<file path="src/rtl/uart_ctrl_pkg.sv">
// Shared constants and FSM encoding for the UART controller and its bit timer.
package uart_ctrl_pkg;

  localparam logic [1:0] ADDR_TXD = 2'd0;
  localparam logic [1:0] ADDR_RXD = 2'd1;
  localparam logic [1:0] ADDR_CON = 2'd2;

  localparam int unsigned CON_TX_IRQ_EN  = 0;
  localparam int unsigned CON_RX_IRQ_EN  = 1;
  localparam int unsigned CON_TX_DONE    = 2;
  localparam int unsigned CON_RX_DONE    = 3;
  localparam int unsigned CON_TX_BUSY    = 4;
  localparam int unsigned CON_FRAME_ERR  = 5;
  localparam int unsigned CON_RX_OVERRUN = 6;
  localparam int unsigned CON_TX_OVERRUN = 7;

  typedef enum logic [1:0] {
    IDLE  = 2'd0,
    START = 2'd1,
    DATA  = 2'd2,
    STOP  = 2'd3
  } uart_state_e;

endpackage

</file>
<file path="src/rtl/uart_bit_timer.sv">
// Bit-period counter: wraps every CLKS_PER_BIT cycles, pulses at the half and full points.
module uart_bit_timer #(
  parameter int unsigned CLKS_PER_BIT = 10416,
  parameter int unsigned CNT_W        = 14
) (
  input  logic clk_i,
  input  logic rst_ni,
  input  logic clr_i,
  output logic half_o,
  output logic full_o
);

  localparam logic [CNT_W-1:0] HalfCnt = CNT_W'(CLKS_PER_BIT / 2 - 1);
  localparam logic [CNT_W-1:0] FullCnt = CNT_W'(CLKS_PER_BIT - 1);

  logic [CNT_W-1:0] cnt_q, cnt_d;

  assign half_o = (cnt_q == HalfCnt);
  assign full_o = (cnt_q == FullCnt);

  always_comb begin
    cnt_d = cnt_q + 1'b1;
    if (clr_i || full_o) cnt_d = '0;
  end

  always_ff @(posedge clk_i or negedge rst_ni) begin
    if (!rst_ni) cnt_q <= '0;
    else         cnt_q <= cnt_d;
  end

endmodule

</file>
<file path="src/rtl/uart_ctrl.sv">
// Memory-mapped UART: RX/TX frame sequencers, TXD/RXD/CON registers and a level interrupt.
module uart_ctrl
  import uart_ctrl_pkg::*;
#(
  parameter int unsigned CLKS_PER_BIT = 10416,
  parameter int unsigned CNT_W        = 14
) (
  input  logic       clk,
  input  logic       reset,
  input  logic       din,
  output logic       dout,
  input  logic [1:0] addr,
  input  logic       wr_en,
  input  logic       rd_en,
  input  logic [7:0] wdata,
  output logic [7:0] rdata,
  output logic       irq
);

  logic sync1_q, rxs_q;
  uart_state_e rx_st_q, rx_st_d, tx_st_q, tx_st_d;
  logic [2:0] rx_idx_q, rx_idx_d, tx_idx_q, tx_idx_d;
  logic [7:0] rx_sh_q, rx_sh_d, rxd_q, rxd_d, txd_q;
  logic rx_clr, rx_half, rx_full, rx_ok, rx_ferr;
  logic tx_clr, tx_half_unused, tx_full, tx_fin, tx_busy;
  logic tx_irq_en_q, rx_irq_en_q, tx_done_q, rx_done_q, frame_err_q, rx_ovr_q, tx_ovr_q, irq_q;
  logic tx_done_d, rx_done_d, frame_err_d, rx_ovr_d, tx_ovr_d, irq_d;
  logic txd_wr, con_wr, rxd_rd;
  logic [7:0] con;

  uart_bit_timer #(.CLKS_PER_BIT(CLKS_PER_BIT), .CNT_W(CNT_W)) u_rx_timer (
    .clk_i (clk),
    .rst_ni(reset),
    .clr_i (rx_clr),
    .half_o(rx_half),
    .full_o(rx_full)
  );

  uart_bit_timer #(.CLKS_PER_BIT(CLKS_PER_BIT), .CNT_W(CNT_W)) u_tx_timer (
    .clk_i (clk),
    .rst_ni(reset),
    .clr_i (tx_clr),
    .half_o(tx_half_unused),
    .full_o(tx_full)
  );

  assign txd_wr  = wr_en && (addr == ADDR_TXD);
  assign con_wr  = wr_en && (addr == ADDR_CON);
  assign rxd_rd  = rd_en && (addr == ADDR_RXD);
  assign tx_busy = (tx_st_q != IDLE);

  // After the start-bit midpoint the timer is re-zeroed, so every full pulse lands mid-bit.
  always_comb begin
    rx_st_d  = rx_st_q;
    rx_idx_d = rx_idx_q;
    rx_sh_d  = rx_sh_q;
    rx_clr   = 1'b0;
    rx_ok    = 1'b0;
    rx_ferr  = 1'b0;
    unique case (rx_st_q)
      IDLE: begin
        rx_clr = 1'b1;
        if (!rxs_q) rx_st_d = START;
      end
      START: begin
        if (rx_half) begin
          if (!rxs_q) begin
            rx_st_d  = DATA;
            rx_clr   = 1'b1;
            rx_idx_d = 3'd0;
          end else begin
            rx_st_d = IDLE;
          end
        end
      end
      DATA: begin
        if (rx_full) begin
          rx_sh_d  = {rxs_q, rx_sh_q[7:1]};
          rx_idx_d = rx_idx_q + 3'd1;
          if (rx_idx_q == 3'd7) rx_st_d = STOP;
        end
      end
      STOP: begin
        if (rx_full) begin
          rx_st_d = IDLE;
          rx_ok   = rxs_q;
          rx_ferr = !rxs_q;
        end
      end
    endcase
  end

  always_comb begin
    tx_st_d  = tx_st_q;
    tx_idx_d = tx_idx_q;
    tx_clr   = 1'b0;
    tx_fin   = 1'b0;
    dout     = 1'b1;
    unique case (tx_st_q)
      IDLE: begin
        tx_clr = 1'b1;
        if (txd_wr) tx_st_d = START;
      end
      START: begin
        dout = 1'b0;
        if (tx_full) begin
          tx_st_d  = DATA;
          tx_idx_d = 3'd0;
        end
      end
      DATA: begin
        dout = txd_q[tx_idx_q];
        if (tx_full) begin
          tx_idx_d = tx_idx_q + 3'd1;
          if (tx_idx_q == 3'd7) tx_st_d = STOP;
        end
      end
      STOP: begin
        if (tx_full) begin
          tx_st_d = IDLE;
          tx_fin  = 1'b1;
        end
      end
    endcase
  end

  // Setting events take priority over clears landing in the same cycle.
  always_comb begin
    tx_done_d   = tx_fin | (tx_done_q & ~(con_wr & wdata[CON_TX_DONE]));
    rx_done_d   = rx_ok | (rx_done_q & ~rxd_rd);
    frame_err_d = rx_ferr | (frame_err_q & ~(con_wr & wdata[CON_FRAME_ERR]));
    rx_ovr_d    = (rx_ok & rx_done_q) | (rx_ovr_q & ~(con_wr & wdata[CON_RX_OVERRUN]));
    tx_ovr_d    = (txd_wr & tx_busy) | (tx_ovr_q & ~(con_wr & wdata[CON_TX_OVERRUN]));
    rxd_d       = rx_ok ? rx_sh_q : rxd_q;
    irq_d       = (tx_irq_en_q & tx_done_q) | (rx_irq_en_q & rx_done_q);
  end

  always_ff @(posedge clk or negedge reset) begin
    if (!reset) begin
      sync1_q     <= 1'b1;
      rxs_q       <= 1'b1;
      rx_st_q     <= IDLE;
      rx_idx_q    <= 3'd0;
      rx_sh_q     <= 8'h00;
      tx_st_q     <= IDLE;
      tx_idx_q    <= 3'd0;
      txd_q       <= 8'h00;
      rxd_q       <= 8'h00;
      tx_irq_en_q <= 1'b0;
      rx_irq_en_q <= 1'b0;
      tx_done_q   <= 1'b0;
      rx_done_q   <= 1'b0;
      frame_err_q <= 1'b0;
      rx_ovr_q    <= 1'b0;
      tx_ovr_q    <= 1'b0;
      irq_q       <= 1'b0;
    end else begin
      sync1_q     <= din;
      rxs_q       <= sync1_q;
      rx_st_q     <= rx_st_d;
      rx_idx_q    <= rx_idx_d;
      rx_sh_q     <= rx_sh_d;
      tx_st_q     <= tx_st_d;
      tx_idx_q    <= tx_idx_d;
      if (txd_wr && !tx_busy) txd_q <= wdata;
      rxd_q       <= rxd_d;
      if (con_wr) begin
        tx_irq_en_q <= wdata[CON_TX_IRQ_EN];
        rx_irq_en_q <= wdata[CON_RX_IRQ_EN];
      end
      tx_done_q   <= tx_done_d;
      rx_done_q   <= rx_done_d;
      frame_err_q <= frame_err_d;
      rx_ovr_q    <= rx_ovr_d;
      tx_ovr_q    <= tx_ovr_d;
      irq_q       <= irq_d;
    end
  end

  assign con = {tx_ovr_q, rx_ovr_q, frame_err_q, tx_busy,
                rx_done_q, tx_done_q, rx_irq_en_q, tx_irq_en_q};
  assign irq = irq_q;

  always_comb begin
    rdata = 8'h00;
    case (addr)
      ADDR_TXD: rdata = txd_q;
      ADDR_RXD: rdata = rxd_q;
      ADDR_CON: rdata = con;
      default:  rdata = 8'h00;
    endcase
  end

endmodule

</file>
<file path="config.mk">
export PLATFORM = sky130hd
export DESIGN_NAME = uart_ctrl
export DESIGN_NICKNAME = d
export VERILOG_FILES = /design/src/rtl/uart_ctrl_pkg.sv /design/src/rtl/uart_bit_timer.sv /design/src/rtl/uart_ctrl.sv
export SDC_FILE = /design/constraint.sdc
export NUM_CORES = 1
export LEC_CHECK = 0
export ABC_AREA = 0
export BUFFER_PORTS_ARGS = -buffer_cell sky130_fd_sc_hd__clkbuf_2
export CAP_MARGIN = 10
export CORE_MARGIN = 5
export CORE_UTILIZATION = 45
export DETAILED_ROUTE_END_ITERATION = 12
export SYNTH_ARGS = -nofsm -noshare
export SYNTH_HDL_FRONTEND = slang
export SYNTH_HIERARCHICAL = 1
export SYNTH_SLANG_ARGS = --single-unit
</file>
<file path="constraint.sdc">
create_clock -name clk -period 2 [get_ports clk]
set_input_delay 0.1 -clock clk [delete_from_list [all_inputs] [get_ports clk]]
set_output_delay 0.1 -clock clk [all_outputs]
set_load 0.01 [all_outputs]
</file>
==> results by group <==
Timing
  • Endpoints failing setup: 0
  • F_max: 509 MHz
  • Worst-margin pin slew: 0.524 ns
  • Slew Limit Fails: 0
  • Min cycle time layout: 1.97 ns
  • Final Hold Fails: 0
  • RSZ-0062 raised after global routing: true
  • Final worst-path cycle share: 98.3%
  • PnR worst setup slack: 0.0338 ns
  • Slew headroom: 65.0%
  • Worst Clk Skew: 0.0139 ns

Clock tree
  • CTS tree: built
  • H-tree Lvls: 3
  • Reg clk slew, reported paths: 0.08 ns
  • Clock tree buffer depth: 2
  • Num CTS Buffers: 9
  • Clock Sinks: 72
  • Clk_lat worst skew: 0.34 ns
  • Root Driver: clkbuf_8

Setup path
  • Setup Crit Path Kind: register to register
  • CP Data Required Time: 2.23 ns
  • Crit path launch: u_tx_timer/cnt_q[1]
  • Crit-path max FO: 4
  • Reg-to-Reg End: tx_st_q[1]
  • R2R Setup Slk: 0.03 ns
  • FF-to-FF Start: u_tx_timer/cnt_q[1]
  • Worst setup path endpoint: tx_st_q[1]
  • Critical path endpoint category: register
  • Critical path data arrival time: 2.20 ns
  • Critical Path Start Type: register
  • R2r worst-path depth: 6

Power
  • Pwr Total: 2910 uW
  • Combinational Power Share: 4.2%
  • Leak: 0.00206 uW
  • Sequential share of power: 51.1%
  • Psw: 643 uW
  • Peak supply drop: 402 uV
  • Clock Power Share: 44.7%
  • Sw Share: 22.1%
  • P per Cell Area: 678 nW/um^2
  • Internal Power: 2270 uW

Hold path
  • Hold Crit Class: primary input to register

Placement
  • HPWL reported at the end of detailed placement: 4.94 mm
  • IO buf count: 24
  • DP Worst Slack: 0.0576 ns
  • Routability cong.: 0.845

Detailed routing
  • Routed Antenna Nets: 0
  • Routed wire per std cell: 13.8 um
  • Initial DRC Count: 63
  • Post-DR vias/cell: 5.16
  • Routed WL: 6.98 mm
  • Via Count: 2613
  • Initial DRT Pass Iterations: 4
  • DR DRC count: 0

Finish
  • Share of cells above drive strength 1: 26.5%
  • Register area: 1800 um^2
  • Area of the multi-input gates: 1690 um^2
  • FILL cells: 688
  • P&R area growth vs syn: 20.4%
  • Antenna diode count: 0
  • Nets@finish: 427

Floorplanning
  • Core Region: 7730 um^2
  • Initial core utilization: 46.2%
  • Height of the chip: 99.1 um
  • Ports: 25
  • Site Rows: 32
  • Die area: 9820 um^2
  • Die W: 99.1 um

Global route
  • Largest net degree at the start of global routing: 39
  • Total track usage: 15.3%
  • Initial antenna violation count: 0
  • First-pass GRT wire length: 12.2 mm
  • Vias in the first global route: 2603
  • Grt ovf: 0

Logic synthesis
  • Syn Area/Cell: 10.4 um^2
  • Synthesized instance count: 342
  • Synthesis Warnings: 6
  • Cell Area, Synth: 3570 um^2
  • Syn Nets: 370

Run
  • Max Cap Viol: 0

Run status
  • Status: finished, final reports clean
[worst max-delay path, cell delays in order, from the launching register on]
cell	delay, ns
dfrtp_1	0.36
ha_2	0.18
nand4_1	0.17
nor4_4	0.40
o21ba_4	0.20
a211oi_2	0.23
mux2_4	0.33
[registers in the layout (all words and copies together) (netlist names), named ones only]
| name | cells |
|---|---|
| rx_ovr_q | 1 |
| tx_done_q | 1 |
| tx_ovr_q | 1 |
| rx_idx_q | 3 |
| sync1_q | 1 |
| u_tx_timer/cnt_q | 14 |
| rx_st_q | 1 |
| frame_err_q | 1 |
| rxd_q | 8 |
| txd_q | 8 |
| rx_done_q | 1 |
| tx_irq_en_q | 1 |
| irq | 1 |
| rx_irq_en_q | 1 |
| tx_idx_q | 3 |
| rxs_q | 1 |
| rx_sh_q | 8 |
| tx_st_q | 2 |
| u_rx_timer/cnt_q | 14 |
[cell usage in the layout, fill, tap and decap left out, types with 3 or more instances in the layout]
| master | n |
|---|---|
| nor4_1 | 5 |
| xnor2_1 | 22 |
| nand4_1 | 9 |
| mux2i_1 | 8 |
| inv_1 | 8 |
| o21ai_0 | 13 |
| nand3_1 | 10 |
| nor3_1 | 8 |
| nor2_1 | 39 |
| clkbuf_8 | 10 |
| clkbuf_2 | 23 |
| dlygate4sd3_1 | 6 |
| or2_2 | 3 |
| nand2_1 | 56 |
| a22o_1 | 5 |
| buf_4 | 30 |
| ha_1 | 12 |
| dfrtp_1 | 70 |
| mux2_2 | 20 |
[power groups by stage]
stage          combinational (uW)  clock, uW  sequential, uW
3_5_place_dp                  115          0            1520
6_report                      121       1300            1490
3_3_place_gp                  113          0            1520
4_1_cts                       125       1350            1490
2_1_floorplan                46.7          0            1510
5_1_grt                       137       1410            1490
[cell type report]
class	count	area share [%]
Sequential cell	72	42.0
Timing Repair Buffer	60	9.78
Clock buffer	10	3.20
Inverter	8	0.698
Tap cell	102	2.97
Clock inverter	6	2.12
Multi-Input combinational cell	248	39.3
[timing repair]
action                                 in CTS  in global routing
endpoints found under the hold margin      41                  0
buffers inserted                            0                  1
resized for setup                           0                  7
hold buffers                                6                  0
setup endpoints to repair                   0                 17
[per-layer routing]
metal	track usage (%)	part of all wire, %	vias to the layer above	wire length, um
met1	21.5	50	1280	3470
met2	22.7	46	25	3240
met3	2.97	2.1	14	150
li1	-	-	1294	-
met5	0	0	-	0
met4	7.25	1.8	0	125
[how the worst min path moves through the flow]
stage	start	end	slack, ns	cells past startpoint
6_report	wdata[6]	txd_q[6]	0.03	2
5_1_grt	wdata[6]	txd_q[6]	0.02	2
4_1_cts	wdata[6]	txd_q[6]	0.01	2
3_5_place_dp	reset	tx_done_q	0.1	1
3_3_place_gp	reset	tx_done_q	0.09	1
2_1_floorplan	reset	asynchronous set/reset pin	-0.20	0
[per-stage QoR]
step	hold WS, ns	cells	utilization, %	TNS, ns	cell area, um^2
floorplan	-0.196	342	-	-0.0290	3580
global placement	0.0879	483	51.5	0	3980
detailed placement	0.0960	483	51.5	0	3980
CTS	0.00998	505	55.2	0	4270
global route	0.0203	506	55.6	-0.105	4300
finish	0.0265	506	55.6	0	4300
(Power assumes the default switching activity.)
